[config.mk]
export PLATFORM = sky130hd
export DESIGN_NAME = vga_sync_decoder
export DESIGN_NICKNAME = d
export VERILOG_FILES = /design/src/rtl/vga_sync_pkg.sv /design/src/rtl/vga_sync_edge.sv /design/src/rtl/vga_sync_decoder.sv
export SDC_FILE = /design/constraint.sdc
export NUM_CORES = 1
export LEC_CHECK = 0
export CORE_ASPECT_RATIO = 0.8
export CORE_MARGIN = 10
export CORE_UTILIZATION = 55
export DETAILED_ROUTE_END_ITERATION = 12
export GPL_ROUTABILITY_DRIVEN = 0
export PLACE_DENSITY_LB_ADDON = 0.3
export SLEW_MARGIN = 10
export SYNTH_ARGS = -nofsm -noshare
export SYNTH_HDL_FRONTEND = slang
export SYNTH_HIERARCHICAL = 1
export SYNTH_SLANG_ARGS = --single-unit
[constraint.sdc]
create_clock -name clk_i -period 5.35 [get_ports clk_i]
set_input_delay 1.07 -clock clk_i [delete_from_list [all_inputs] [get_ports clk_i]]
set_output_delay 1.07 -clock clk_i [all_outputs]
set_load 0.01 [all_outputs]
[src/rtl/vga_sync_pkg.sv]
// Shared definitions for the VGA sync timing decoder.
// Holds the lock FSM state type and the default counter widths.
package vga_sync_pkg;

    typedef enum logic [1:0] {
        ST_SEARCH,
        ST_MEASURE,
        ST_LOCKED
    } state_t;

    localparam int H_W_DEF  = 11;
    localparam int V_W_DEF  = 10;
    localparam int LOCK_DEF = 2;

endpackage

[src/rtl/vga_sync_edge.sv]
// Valid-gated falling-edge detector for an active-low sync line.
// Ports: clk_i, rst_ni, valid_i, sync_ni in; fall_o high in the falling sample.
module vga_sync_edge (
    input  logic clk_i,
    input  logic rst_ni,
    input  logic valid_i,
    input  logic sync_ni,
    output logic fall_o
);

    logic r_prev;

    // Only valid samples update the history, so idle cycles never
    // create or hide an edge.
    always_ff @(posedge clk_i or negedge rst_ni) begin
        if (!rst_ni) begin
            r_prev <= 1'b1;
        end else if (valid_i) begin
            r_prev <= sync_ni;
        end
    end

    assign fall_o = valid_i & r_prev & ~sync_ni;

endmodule

[src/rtl/vga_sync_decoder.sv]
// Recovers pixel coordinates and line/frame totals from a VGA sync stream.
// Ports: clk_i, rst_ni, valid_i, hsync_ni, vsync_ni, blank_ni in;
// x_o, y_o, pixel_o, h_total_o, v_total_o, locked_o, error_o out.
module vga_sync_decoder
    import vga_sync_pkg::*;
#(
    parameter int LOCK_FRAMES = LOCK_DEF,
    parameter int H_W         = H_W_DEF,
    parameter int V_W         = V_W_DEF
) (
    input  logic           clk_i,
    input  logic           rst_ni,
    input  logic           valid_i,
    input  logic           hsync_ni,
    input  logic           vsync_ni,
    input  logic           blank_ni,
    output logic [H_W-1:0] x_o,
    output logic [V_W-1:0] y_o,
    output logic           pixel_o,
    output logic [H_W-1:0] h_total_o,
    output logic [V_W-1:0] v_total_o,
    output logic           locked_o,
    output logic           error_o
);

    localparam int M_W = $clog2(LOCK_FRAMES + 1);
    localparam logic [M_W-1:0] LOCK_N = M_W'(LOCK_FRAMES);
    localparam logic [H_W-1:0] H_MAX  = '1;
    localparam logic [V_W-1:0] V_MAX  = '1;

    logic w_h_fall;
    logic w_v_fall;

    vga_sync_edge u_h_edge (
        .clk_i   (clk_i),
        .rst_ni  (rst_ni),
        .valid_i (valid_i),
        .sync_ni (hsync_ni),
        .fall_o  (w_h_fall)
    );

    vga_sync_edge u_v_edge (
        .clk_i   (clk_i),
        .rst_ni  (rst_ni),
        .valid_i (valid_i),
        .sync_ni (vsync_ni),
        .fall_o  (w_v_fall)
    );

    logic [H_W-1:0] r_h_cnt;
    logic [V_W-1:0] r_v_cnt;
    logic [H_W-1:0] r_x;
    logic [V_W-1:0] r_y;
    logic           r_line_vis;
    logic           r_line_seen;
    logic [H_W-1:0] r_line_len;

    state_t         r_state;
    logic [M_W-1:0] r_match;
    logic [H_W-1:0] r_prev_h;
    logic [V_W-1:0] r_prev_v;
    logic [H_W-1:0] r_h_total;
    logic [V_W-1:0] r_v_total;
    logic           r_locked;
    logic           r_err;
    logic [H_W-1:0] r_x_o;
    logic [V_W-1:0] r_y_o;
    logic           r_pix;

    logic [V_W-1:0] w_v_line;
    logic [H_W-1:0] w_x_cur;
    logic [V_W-1:0] w_y_cur;
    logic [H_W-1:0] w_frame_h;
    logic           w_h_bad;
    logic           w_same;
    logic [M_W-1:0] w_match_nx;
    logic           w_lk_bad;

    // Line end is applied before frame end, so a coincident hsync edge
    // still counts toward the frame that is closing.
    assign w_v_line = (w_h_fall && r_v_cnt != V_MAX) ?
                      r_v_cnt + V_W'(1) : r_v_cnt;

    assign w_x_cur = w_h_fall ? '0 : r_x;

    assign w_y_cur = w_v_fall ? '0 :
                     (w_h_fall && r_line_vis) ? r_y + V_W'(1) : r_y;

    // A coincident line end may be the first one of the frame.
    assign w_frame_h = (w_h_fall && !r_line_seen) ? r_h_cnt : r_line_len;

    assign w_h_bad = w_h_fall &&
                     (r_h_cnt == H_MAX ||
                      (r_line_seen && r_h_cnt != r_line_len));

    assign w_same = (r_match != '0) &&
                    (w_frame_h == r_prev_h) &&
                    (w_v_line == r_prev_v) &&
                    (w_v_line != V_MAX);

    assign w_match_nx = w_same ? r_match + M_W'(1) : M_W'(1);

    assign w_lk_bad = (w_h_fall &&
                       (r_h_cnt == H_MAX || r_h_cnt != r_h_total)) ||
                      (w_v_fall &&
                       (w_v_line == V_MAX || w_v_line != r_v_total));

    always_ff @(posedge clk_i or negedge rst_ni) begin
        if (!rst_ni) begin
            r_h_cnt     <= '0;
            r_v_cnt     <= '0;
            r_x         <= '0;
            r_y         <= '0;
            r_line_vis  <= 1'b0;
            r_line_seen <= 1'b0;
            r_line_len  <= '0;
            r_x_o       <= '0;
            r_y_o       <= '0;
            r_pix       <= 1'b0;
        end else begin
            r_pix <= 1'b0;
            if (valid_i) begin
                if (w_h_fall) begin
                    r_h_cnt <= H_W'(1);
                end else if (r_h_cnt != H_MAX) begin
                    r_h_cnt <= r_h_cnt + H_W'(1);
                end
                r_v_cnt <= w_v_fall ? '0 : w_v_line;
                if (w_h_fall && !r_line_seen) begin
                    r_line_len <= r_h_cnt;
                end
                r_line_seen <= w_v_fall ? 1'b0 :
                               (r_line_seen | w_h_fall);
                r_line_vis  <= (w_h_fall || w_v_fall) ? blank_ni :
                               (r_line_vis | blank_ni);
                r_x <= blank_ni ? w_x_cur + H_W'(1) : w_x_cur;
                r_y <= w_y_cur;
                r_pix <= blank_ni & r_locked;
                if (blank_ni) begin
                    r_x_o <= w_x_cur;
                    r_y_o <= w_y_cur;
                end
            end
        end
    end

    always_ff @(posedge clk_i or negedge rst_ni) begin
        if (!rst_ni) begin
            r_state   <= ST_SEARCH;
            r_match   <= '0;
            r_prev_h  <= '0;
            r_prev_v  <= '0;
            r_h_total <= '0;
            r_v_total <= '0;
            r_locked  <= 1'b0;
            r_err     <= 1'b0;
        end else begin
            r_err <= 1'b0;
            if (valid_i) begin
                unique case (r_state)
                    ST_SEARCH: begin
                        if (w_v_fall) begin
                            r_state <= ST_MEASURE;
                            r_match <= '0;
                        end
                    end
                    ST_MEASURE: begin
                        if (w_h_bad) begin
                            r_state <= ST_SEARCH;
                        end else if (w_v_fall) begin
                            r_prev_h <= w_frame_h;
                            r_prev_v <= w_v_line;
                            r_match  <= w_match_nx;
                            if (w_match_nx == LOCK_N) begin
                                r_state   <= ST_LOCKED;
                                r_locked  <= 1'b1;
                                r_h_total <= w_frame_h;
                                r_v_total <= w_v_line;
                            end
                        end
                    end
                    ST_LOCKED: begin
                        if (w_lk_bad) begin
                            r_state  <= ST_SEARCH;
                            r_locked <= 1'b0;
                            r_err    <= 1'b1;
                        end
                    end
                    default: begin
                        r_state <= ST_SEARCH;
                    end
                endcase
            end
        end
    end

    assign x_o       = r_x_o;
    assign y_o       = r_y_o;
    assign pixel_o   = r_pix;
    assign h_total_o = r_h_total;
    assign v_total_o = r_v_total;
    assign locked_o  = r_locked;
    assign error_o   = r_err;

endmodule

* After elaboration in Yosys (flattened, before gate mapping)
Cells that the tools add are included.
Word-level totals: flip-flop bits (word level) 127, input bits 6, output and inout bits 45, word-level logic and storage cells 114
Cells by class: $add $sub $neg 5, equal/unequal tests 20, muxes and demuxes 31, bitwise logic cells 10, reduce and logical (&&, ||, !) cells 28
Operators by type and width (number):
- $mux 11 | 5
- $mux 10 | 4
- $add 11x1->11 const B | 2
- $ne 11x11->1 | 2
- $add 10x1->10 const B | 2
- $ne 10x10->1 const B | 2
- $mux 2 | 9
- $reduce_and 5->1 | 3
- $eq 11x11->1 | 1
- $eq 11x11->1 const B | 1
- $ne 11x11->1 const B | 1
- $eq 10x10->1 | 1
- $eq 10x10->1 const B | 1
- $logic_and 1x1->1 | 10
- $mux 1 | 10
- $ne 10x10->1 | 1
- $ne 2x2->1 const B | 5
- $reduce_bool 2->1 | 4
- $ne 3x3->1 const B | 2
- $pmux 2 s3 | 1
- $reduce_and 6->1 | 1
- $and 1x1->1 | 5
- $logic_or 1x1->1 | 5
- $eq 2x2->1 const B | 2
- other kinds (10) | 14

* Longest topological paths before layout
Gate-level depths: netlist (run 1).
depth in word-level cells 14, mapped depth 13

* By module
Netlist (run 1), hierarchy kept.
By module, submodules not included:
- vga_sync_decoder | instances 1, cells an instance 742, area each 7001.7 um^2
- vga_sync_edge | instances 2, cells an instance 3, area each 51.3 um^2

* Worst setup path after synthesis (run 1)
OpenSTA, ideal clock, no wires.
kind input to register, start input hsync_ni, end register r_locked (netlist: locked_o), setup time 0.078 ns, arrival 3.668 ns, data required time 5.272 ns, path slack 1.604 ns, cell stages on the path 10, path buffers 1, cells stage by stage and3b_2 buf_4 nand4_2 a211oi_1 xnor3_1 o21ai_0 or4_1 o41a_1 o21a_1 o21bai_1
Between the ends: longest elaborated chain between the ends 12
Ends and longest elaborated chain:
- start, declared | line vga_sync_decoder.sv:14 | input logic hsync_ni,
- $not 1->1 (*) | line vga_sync_edge.sv:23 | assign fall_o = valid_i & r_prev & ~sync_ni;
- $and 1x1->1 (*) | line vga_sync_edge.sv:23
- $logic_and 1x1->1 | line vga_sync_decoder.sv:90 | assign w_frame_h = (w_h_fall && !r_line_seen) ? r_h_cnt : r_line_len;
- $mux 11
- $eq 11x11->1 | line vga_sync_decoder.sv:97 | (w_frame_h == r_prev_h) &&
- $logic_and 1x1->1 | line vga_sync_decoder.sv:96 | assign w_same = (r_match != '0) &&
- $logic_and 1x1->1 | line vga_sync_decoder.sv:97
- $logic_and 1x1->1 | line vga_sync_decoder.sv:98 | (w_v_line == r_prev_v) &&
- $mux 2 | line vga_sync_decoder.sv:101 | assign w_match_nx = w_same ? r_match + M_W'(1) : M_W'(1);
- $eq 2x2->1 | line vga_sync_decoder.sv:174 | if (w_match_nx == LOCK_N) begin
- $ne 2x2->1 (no line)
- $reduce_and 6->1 (no line) (*)
- end signal, assigned | line vga_sync_decoder.sv:155 | r_locked <= 1'b0;
- end signal, assigned | line vga_sync_decoder.sv:176 | r_locked <= 1'b1;
- end signal, assigned | line vga_sync_decoder.sv:185 | r_locked <= 1'b0;
- end, declared | line vga_sync_decoder.sv:64 | logic r_locked;
Every way passes the cells marked *; elsewhere a longest branch is shown, timed or not. A chain may end at the register's enable or synchronous reset.

* Final worst setup path (run 1)
start input hsync_ni, end register r_h_total[6] (netlist: h_total_o[6])
Between the ends: longest elaborated chain between the ends 11
Ends and longest elaborated chain:
- $not 1->1 (*) | line vga_sync_edge.sv:23
- $and 1x1->1 (*) | line vga_sync_edge.sv:23
- named net w_h_fall | line vga_sync_decoder.sv:31 | logic w_h_fall;
- $logic_and 1x1->1 | line vga_sync_decoder.sv:90
- $mux 11
- $eq 11x11->1 | line vga_sync_decoder.sv:97
- $logic_and 1x1->1 | line vga_sync_decoder.sv:96
- $logic_and 1x1->1 | line vga_sync_decoder.sv:97
- $logic_and 1x1->1 | line vga_sync_decoder.sv:98
- $mux 2 | line vga_sync_decoder.sv:101
- $eq 2x2->1 | line vga_sync_decoder.sv:174
- $reduce_and 5->1 (no line)
- end signal, assigned | line vga_sync_decoder.sv:177 | r_h_total <= w_frame_h;
- end, declared | line vga_sync_decoder.sv:62 | logic [H_W-1:0] r_h_total;
The timed path passes the listed nets; every way through them passes the cells marked *.

==> metrics.txt, run 1 <==
clk_lat worst skew 0.42 ns; DP Wirelength 12560 um; Setup crit end kind flip-flop; DR pass1 iterations 6; CP max stage delay 0.61 ns; final critical-path share of the clock period 84.07%; synthesized cell area 0.007104 sq mm; CP Depth 11; pre-CTS setup slack 0.4943 ns; pin count of the biggest net entering global routing 75; setup repair bufs after CTS 0; Tot GR Track Use 20.68%; met2 wire length approximately 8200 um; ys flop type dfrtp_1; Sw Pwr between 0.9 and 1 mW; clock-pin slew on the worst setup and hold paths approximately 0.06 ns; total core area 0.01273 sq mm; Syn Area/Cell about 9.5 sq um; asr flop ratio synth 100.0%; Flop pwr share 42.0%; sequential area share after synthesis 44.77%; Slew Viols, Final 0; port buffer count 50; Setup CP Type in -> reg; leak pwr 3.614 nW; initial core utilization 55.80%; Final min period 4.497 ns; Final setup viols 0; overall power 3.138 mW; Required @ worst endpoint 5.65 ns; fin nets 791; post-synth top area cell dfrtp_1; pwr dens 381.6 mW/mm^2; global-route wire length before repair 30140 um; CP arrival between 4 and 5 ns; post-synth top area share 44.03%; DRT Wirelength 18130 um; WP buf/inv 2; DRC viols 0; grt total ovfl 0; synth top area cells dfrtp_1 (44%), nand2_1 (5.3%), mux2i_1 (4.5%); count leader, synth dfrtp_1; Ys Warns 6; Post-Layout Cell Count 966; Post-synth top cells dfrtp_1 (125), nand2_1 (101), inv_1 (49); Top delay family on crit path simple AND/OR/NAND/NOR gates; footprint of the multi-input gates 0.003520 sq mm; slew margin rel. 31.42%; Final Util between 60% and 70%; top routing layer in use met4; CTS tree built; Die W 147.1 um; Setup TNS 0 ns; Final Hold Viols 0; Hold-fix buffers, CTS 0; area delta synth->final 15.76%; # rows 37; maximum VDD drop 0.0002593 V; Yosys reg bits 127; Clock Path Buffers 2; Post-CTS Resized 0; IO Pins 51; R2R cell count 10; WHS 0.4646 ns; DP Cell Count 936; Clk pwr share 34.2%; die height 121.7 um; Worst R2R Setup Slack 1.46 ns; wire length on met1 8007 um; max cap viols 0; vias 5874; Pint 2.140 mW; Hold Path Stages 2; vias in the first global route 5702; syn nets 759; startpoint types input pin; design area 0.008224 sq mm; Max Freq 222.3 MHz; TritonCTS Buffers 17; drt initial violations 762; CTS Root Cell clkbuf_16; DR vias/cell 6.081; combinational share of power 23.7%; share of layout cells above drive strength 1 a little under a tenth; status completed; sw frac 31.82%; antenna cells 0; Gate Count Post-Synth roughly 750; initial antenna violation count 1; PnR worst setup slack 0.8525 ns; critical path cell sequence clkdlybuf4s50_1 > and3b_2 > nor2b_1 > nand2_1 > o211a_1 > a2111oi_0 > nand4_1 > nor4_2 > nor3b_4 > buf_4 > mux2_1; H-tree Lvls 4; CTS Sinks 127; unrepaired setup endpoints after global routing no; Reg area 0.003181 sq mm; Final ANT Viol Nets 0; Tightest Pin Transition 1.026 ns; Setup Skew 0.009616 ns; met3 wire len 1556 um; number of library cell types mapped by synthesis 71; area post-placement 0.007684 sq mm; EDFF count, synth 0; Crit Path Max Fanout 14; post-DR wirelength/cell 18.77 um; worst hold path class reg -> reg; Filler cells 1024; DIE AREA ~0.018 sq mm; CP max-delay cell nor2b_1
[worst paths after layout]
kind,startpoint,end
setup / recovery,hsync_ni,h_total_o[6]
hold / removal,x_o[3],x_o[3]
setup reg to reg,u_h_edge/r_prev,h_total_o[6]
hold reg to reg,x_o[3],x_o[3]
max in group asynchronous,rst_ni,r_v_cnt[5]
min in group asynchronous,rst_ni,v_total_o[7]
[cells by family after synthesis]
| family | count (synthesis) | share of synthesized area [%] |
|---|---|---|
| buf+inv | 97 | 5.689 |
| simple gates | 256 | 18.70 |
| mux | 49 | 7.309 |
| xor+xnor | 66 | 8.330 |
| flops | 127 | 44.77 |
| fa+ha+maj | 5 | 0.8806 |
| compound gates | 148 | 14.32 |
[power groups by stage]
stage	Combinational, mW	Sequential, mW	Clock [mW]
2_1_floorplan	0.532	1.25	0
3_3_place_gp	0.713	1.32	0
3_5_place_dp	0.738	1.33	0
4_1_cts	0.745	1.31	1.08
5_1_grt	0.836	1.34	1.13
6_report	0.745	1.32	1.07
[layer usage]
metal | up-vias | global-route usage [%]
met2 | 269 | 31.83
met4 | 0 | 6.737
met5 | - | 0
li1 | 2686 | -
met1 | 2865 | 27.51
met3 | 54 | 6.225
[registers in the layout, indices dropped and copies added (netlist names)]
signal	count
locked_o	1
r_x	11
y_o	10
r_line_seen	1
r_match	2
u_h_edge/r_prev	1
h_total_o	11
r_line_len	11
r_y	10
r_h_cnt	11
r_prev_v	10
r_state	2
r_v_cnt	10
pixel_o	1
error_o	1
r_prev_h	11
x_o	11
u_v_edge/r_prev	1
r_line_vis	1
v_total_o	10
[tightest hold or removal path, cell delays in order, from the launching register on]
cell and delay [ns]:
dfrtp_1 0.34, nand2_1 0.05, nand2_1 0.04
[layout make-up]
type / instances / area share [%]
inverters: 49 / 2.236
well taps: 175 / 2.662
multi-input cells: 524 / 42.80
flip-flops and latches: 127 / 38.67
repair buffers: 61 / 7.059
clock buffers: 23 / 5.812
clock inverters: 7 / 0.7607
[layout by cell type, fill, tap and decap left out, types with 10 or more instances in the layout]
cell type,instances
a21oi_1,25
buf_4,12
clkbuf_16,17
clkdlybuf4s50_1,49
dfrtp_1,125
inv_1,49
mux2_2,14
mux2i_1,32
nand2_1,101
nand2b_1,10
nand3_1,17
nand4_1,16
nor2_1,32
nor3_1,15
o21ai_0,30
o21ai_1,17
xnor2_1,36
xor2_1,29
Note: power is estimated with default switching activity, not from simulation.
==> run 2, diff against run 1 <==
==> constraint.sdc (replaced) <==
create_clock -name clk_i -period 4.5 [get_ports clk_i]
set_input_delay 0.9 -clock clk_i [delete_from_list [all_inputs] [get_ports clk_i]]
set_output_delay 0.9 -clock clk_i [all_outputs]
set_load 0.01 [all_outputs]
==> run 2 against run 1 <==
The flow now finishes with violations (design-rule violations). Global-route usage fell by 0.35 points. Largest power group unchanged. Register-to-register slack got worse by 0.81 ns. Non-clock buffer count rose by 7. Die area did not move. Critical endpoint is now h_total_o[8].
==> metrics.txt, run 2 (synthesized netlist as in run 1, its figures left out) <==
status finished, violations left; failing checks design-rule violations; Hold Path Stages 2; antenna cells 0; overall power 3.927 mW; DRT Wirelength 18120 um; Tightest Pin Transition 1.001 ns; Worst R2R Setup Slack about 0.65 ns; die height 121.7 um; DP Wirelength about 13000 um; final critical-path share of the clock period 91.18%; Setup Skew 0.006017 ns; most frequent cells in the layout dfrtp_1 (125), nand2_1 (101), inv_1 (49), clkdlybuf4s50_1 (49), xnor2_1 (36); reg2reg start r_v_cnt[0]; CTS Sinks 127; maximum VDD drop 0.0002477 V; Max Freq ~240 MHz; unrepaired setup endpoints after global routing no; CTS Root Cell clkbuf_16; port buffer count 50; setup repair bufs after CTS 0; CTS tree built; met2 wire length 8533 um; Setup crit end kind flip-flop; Hold-fix buffers, CTS 0; vias 5802; most common cell after layout, fill and taps aside dfrtp_1; CP arrival ~4.4 ns; Tot GR Track Use approximately a fifth; Hold Path End x_o[3]; Setup CP Type in -> reg; DRC viols 1; Slew Viols, Final 0; slew margin rel. approximately a third; # rows 37; pwr dens 468.8 mW/mm^2; vias in the first global route between 5000 and 6000; post-DR wirelength/cell 18.58 um; wire length on met1 7897 um; grt total ovfl 0; clock-pin slew on the worst setup and hold paths 0.06 ns; Clock Path Buffers 2; Setup TNS 0 ns; Final min period ~4.1 ns; Crit Path Max Fanout 14; Reg-to-Reg End h_total_o[8]; PnR worst setup slack 0.3968 ns; R2R cell count 10; startpoint types input pin; WHS 0.4686 ns; H-tree Lvls 4; leak pwr 3.683 nW; DR pass1 iterations 9; initial core utilization 55.80%; Required @ worst endpoint 4.83 ns; Die W ~150 um; met3 wire len 1426 um; Final ANT Viol Nets 0; total core area 0.01273 sq mm; IO Pins roughly 50; Post-CTS Resized 0; TritonCTS Buffers 17; worst hold path class reg -> reg; clk_lat worst skew 0.41 ns; initial antenna violation count 0; max cap viols 0; Final Hold Viols 0; DR vias/cell 5.951; area delta synth->final 17.91%; global-route wire length before repair 29710 um; top routing layer in use met4; startpoint of the worst hold path x_o[3]; drt initial violations roughly 650; DIE AREA 0.01789 sq mm; fin nets 798; share of layout cells above drive strength 1 10.88%; pre-CTS setup slack 0.02144 ns; Filler cells between 1000 and 1500; pin count of the biggest net entering global routing 66; Final setup viols 0
run 2: critical path, cell delays in order:
cell and delay [ns]:
clkdlybuf4s50_1 0.48, and3b_2 0.30, nand2b_1 0.21, buf_4 0.20, mux2i_1 0.32, o2111ai_1 0.14
nor4_1 0.34, nand4_1 0.22, nor4_2 0.41, nor3b_4 0.34, buf_4 0.33, mux2i_1 0.23
run 2: report_power, final:
group	switching, mW	leakage, nW	internal, mW
Clock	0.517	0.302	0.940
Combinational	0.466	1.80	0.439
Sequential	0.245	1.58	1.32
Total	1.23	3.68	2.70
run 2: worst max path at each step:
| stage | end | startpoint | slack, ns | depth (start not counted) |
|---|---|---|---|---|
| after detailed placement | h_total_o[9] | hsync_ni | 0.02 | 12 |
| after CTS | h_total_o[8] | hsync_ni | 0.41 | 12 |
| after global routing | h_total_o[8] | hsync_ni | 0.12 | 12 |
| after global placement | v_total_o[3] | valid_i | 0.18 | 12 |
| final | h_total_o[8] | hsync_ni | 0.40 | 12 |
| after floorplan | locked_o | hsync_ni | 0.92 | 10 |
run 2: cell type report:
cell class                      instances  area [sq um]  area share, %
Multi-Input combinational cell        524          3520          42.02
Clock buffer                           18         439.2          5.243
Tap cell                              175         219.0          2.614
Inverter                               49         183.9          2.196
Sequential cell                       127          3181          37.97
Timing Repair Buffer                   68         645.6          7.707
Clock inverter                         14         188.9          2.255
run 2: metal layers:
metal | up-vias | global-route usage (%)
met3 | 28 | 6.632
li1 | 2694 | -
met4 | 0 | 6.057
met5 | - | 0
met1 | 2841 | 26.18
met2 | 239 | 32.26
run 2: through the flow:
step,util [%],instance area [sq um],instances
global route,65.80,8377,975
floorplan,-,7104,748
global placement,60.86,7749,943
finish,65.80,8377,975
detailed placement,60.86,7749,943
CTS,65.80,8377,975
==> run 3, diff against run 2 <==
--- a/config.mk
+++ b/config.mk
@@ -5,7 +5,7 @@
 export SDC_FILE = /design/constraint.sdc
 export NUM_CORES = 1
 export LEC_CHECK = 0
-export CORE_ASPECT_RATIO = 0.8
+export CORE_ASPECT_RATIO = 1.4
 export CORE_MARGIN = 10
 export CORE_UTILIZATION = 55
 export DETAILED_ROUTE_END_ITERATION = 12
==> run 3 against run 2 <==
The flow now finishes without violations. Combinational power decreased by 2.9%. Sequential power about the same. Worst setup slack improved by 0.013 ns. Die area increased by 0.20%. Final cell count decreased by 2.4%. Critical path type unchanged. Largest power group unchanged.
==> metrics.txt, run 3 (synthesized netlist as in run 1, its figures left out) <==
status completed; Crit Path Max Fanout 12; design area between 0.008 and 0.009 sq mm; area post-placement 0.007726 sq mm; share of layout cells above drive strength 1 10.76%; WP buf/inv 2; Max Freq 244.5 MHz; worst hold path class in -> async; most frequent cells in the layout dfrtp_1 (125), nand2_1 (101), inv_1 (49), clkdlybuf4s50_1 (49), xnor2_1 (36); CP max stage delay 0.57 ns; IO Pins 51; Setup CP Type in -> reg; critical path cell sequence clkdlybuf4s50_1 > and3b_2 > nand4_2 > or4_4 > a311oi_2 > nor4b_2 > nand4_1 > nor4_2 > nor3b_4 > buf_4 > mux2i_1; clk_lat worst skew 0.42 ns; total core area 0.01275 sq mm; TritonCTS Buffers 17; leak pwr 3.697 nW; Clock Path Buffers 2; Final ANT Viol Nets 0; DR pass1 iterations 5; DRC viols 0; setup repair bufs after CTS 0; final critical-path share of the clock period 90.89%; Post-CTS Resized 0; clock-pin slew on the worst setup and hold paths approximately 0.06 ns; area delta synth->final 17.66%; H-tree Lvls 4; port buffer count 50; post-DR wirelength/cell 18.70 um; Tightest Pin Transition ~0.94 ns; antenna cells 0; Final Hold Viols 0; die height 154.5 um; CTS tree built; pwr dens between 400 and 500 mW/mm^2; DR vias/cell between 6 and 7; Tot GR Track Use 20.04%; max cap viols 0; fin nets 797; global-route wire length before repair 28910 um; most common cell after layout, fill and taps aside dfrtp_1; CTS Sinks 127; Setup TNS 0 ns; pin count of the biggest net entering global routing 103; # rows 49; CP arrival 4.42 ns; vias 5812; maximum VDD drop 0.0002683 V; Filler cells 1030; DRT Wirelength around 18000 um; Setup crit end kind flip-flop; DIE AREA 0.01793 sq mm; startpoint types input pin; CTS Root Cell clkbuf_16; initial core utilization 55.71%; Required @ worst endpoint 4.83 ns; Final setup viols 0; Hold-fix buffers, CTS 0; unrepaired setup endpoints after global routing no; DP Wirelength 12440 um; drt initial violations between 400 and 500; Die W about 120 um; initial antenna violation count 0; CP max-delay cell or4_4; Slew Viols, Final 0; Setup Skew approximately 0.007 ns; vias in the first global route ~5700; Top delay family on crit path simple AND/OR/NAND/NOR gates; Final min period 4.090 ns; slew margin rel. between 30% and 40%; grt total ovfl 0
==> run 3: stage by stage <==
stage | total power [mW] | hold WS, ns | setup slack [ns] | utilization [%] | std cells
2_1_floorplan | 2.121 | 0.4393 | 0.9241 | - | 748
3_3_place_gp | 2.412 | 0.4504 | 0.2427 | 60.59 | 920
3_5_place_dp | 2.455 | 0.4556 | 0.07947 | 60.59 | 920
4_1_cts | 3.947 | 0.3999 | 0.4903 | 65.55 | 952
5_1_grt | 4.115 | 0.4226 | 0.2905 | 65.55 | 952
6_report | 3.933 | 0.4001 | 0.4101 | 65.55 | 952
==> run 3: worst reg2reg max path, stage by stage, from the launching register on <==
cell and delay (ns):
dfrtp_1 0.62, ha_1 0.38, nand4_2 0.19, or4_4 0.57, a311oi_2 0.26, nor4b_2 0.23
nand4_1 0.20, nor4_2 0.38, nor3b_4 0.34, buf_4 0.28, mux2i_1 0.21
==> run 3: power breakdown <==
part / switching (mW) / internal (mW) / total (mW)
sequential: 0.247 / 1.32 / 1.57
clock: 0.551 / 0.936 / 1.49
combinational: 0.444 / 0.435 / 0.879
total: 1.24 / 2.69 / 3.93
==> run 3: cell type report <==
cell class / count / area, sq um / share of cell area (%)
well taps: 153 / 191.4 / 2.290
repair buffers: 67 / 650.6 / 7.783
inverters: 49 / 183.9 / 2.200
clock buffers: 17 / 425.4 / 5.089
flip-flops and latches: 127 / 3181 / 38.05
multi-input cells: 524 / 3520 / 42.10
clock inverters: 15 / 207.7 / 2.485
==> run 3: layer usage <==
metal / track usage, % / vias to the layer above / share of wire, %
met5: 0 / - / 0
met4: 9.743 / 0 / 3.4
met3: 4.375 / 61 / 6.0
met2: 33.39 / 234 / 50
met1: 23.72 / 2818 / 41
li1: - / 2699 / -
==> run 3: worst paths after layout <==
| path | startpoint | end | slack, ns | depth (start not counted) |
|---|---|---|---|---|
| worst max-delay path | valid_i | v_total_o[2] | 0.41 | 11 |
| worst min-delay path | rst_ni | r_v_cnt[5] | 0.40 | 1 |
| worst max register to register | r_v_cnt[0] | v_total_o[2] | 0.75 | 10 |
| worst min register to register | x_o[7] | x_o[7] | 0.47 | 2 |
| max in group asynchronous | rst_ni | r_h_cnt[2] | 3.25 | 2 |
| min in group clk_i | x_o[7] | x_o[7] | 0.47 | 2 |
==> RTL change: new RTL, config.mk and constraints of run 2 <==
The package constant `H_W_DEF` goes from 11 to 15.
--- a/src/rtl/vga_sync_pkg.sv
+++ b/src/rtl/vga_sync_pkg.sv
@@ -10,3 +10,3 @@
 
-    localparam int H_W_DEF  = 11;
+    localparam int H_W_DEF  = 15;
     localparam int V_W_DEF  = 10;
Ports: changed (resized h_total_o and x_o); port bits go from 51 to 59. No check against the original RTL was run, so the function may have changed too.
==> RTL change against run 2 <==
Routed wire length rose by 12%. Non-clock buffer count rose by 18. Clock power fell by 5%. Worst setup slack got worse by 0.011 ns. Power rose by 2.9%. Cell area rose by 15%. Area after synthesis rose by 16%. First-iteration DRC count rose by 5.5%. Sequential cell count rose by 24.
==> RTL change: results (changes against run 2) <==
- Status: finished clean
- Final Skew: 0.00823 ns (+0.00222 ns)
- XOR/XNOR Fraction of Synth Area: 0.0986 (+0.0153)
- Syn Inst Count: 856 (+14%)
- GRT Total Usage: 0.205 (+0.00171)
- Met3 wire length: 1600 µm (+12%)
- Hold Startpoint: x_o[13]$_DFFE_PN0P_
- Slowest CP cell: nor4_1
- Detailed placement HPWL: 13900 µm (+10%)
- Total power draw: 4.04 mW (+2.9%)
- Share of cells above drive strength 1: 0.119 (+0.0101)
- Met2 wire len: 8870 µm (+3.9%)
- Compound-Gate Fraction of Synth Area: 0.134 (-0.00927)
- First-pass GRT wire length: 33300 µm (+12%)
- DR iter-0 viols: 688 (+5.5%)
- Later-pin clock latency in the skew report: 0.43 ns (+0.02 ns)
- Combinational power share: 0.222 (-0.008)
- Placed cell areas: 9070 µm² (+17%)
- Post-synthesis net count: 867 (+14%)
- CP max stage delay: 0.53 ns (+0.05 ns)
- R2R setup slack: 0.45 ns (-0.20 ns)
- Switching Share: 0.308 (-0.00447)
- Worst path arrival time: 4.43 ns (about the same)
- Pre-CTS WS: 0.0689 ns (+0.0474 ns)
- Hold endpoint: x_o[13]$_DFFE_PN0P_
- Fillcell total: 1168 (+16%)
- Seq/Total Area, Yosys: 0.458 (+0.0101)
==> RTL change: cell types whose count changed in the layout (fill, tap and decap cells not counted), moves of 10 or more <==
| cell | before | now |
|---|---|---|
| dfrtp_1 | 125 | 149 |
| inv_1 | 49 | 39 |
| mux2_2 | 14 | 31 |
| nand2_1 | 101 | 114 |
| nand2b_1 | 10 | 20 |
| o21ai_0 | 30 | 50 |
| o21ai_1 | 17 | 0 |
| o31ai_1 | 8 | 18 |
| xnor2_1 | 36 | 63 |
==> RTL change: layout make-up <==
| cell class | instances | area (µm²) | share of cell area |
|---|---|---|---|
| clock inverters | 8 | 98.8 | 0.0103 |
| repair buffers | 86 | 805 | 0.0835 |
| well taps | 184 | 230 | 0.0239 |
| inverters | 39 | 146 | 0.0152 |
| multi-input cells | 610 | 4110 | 0.426 |
| clock buffers | 23 | 468 | 0.0486 |
| flip-flops and latches | 151 | 3780 | 0.392 |
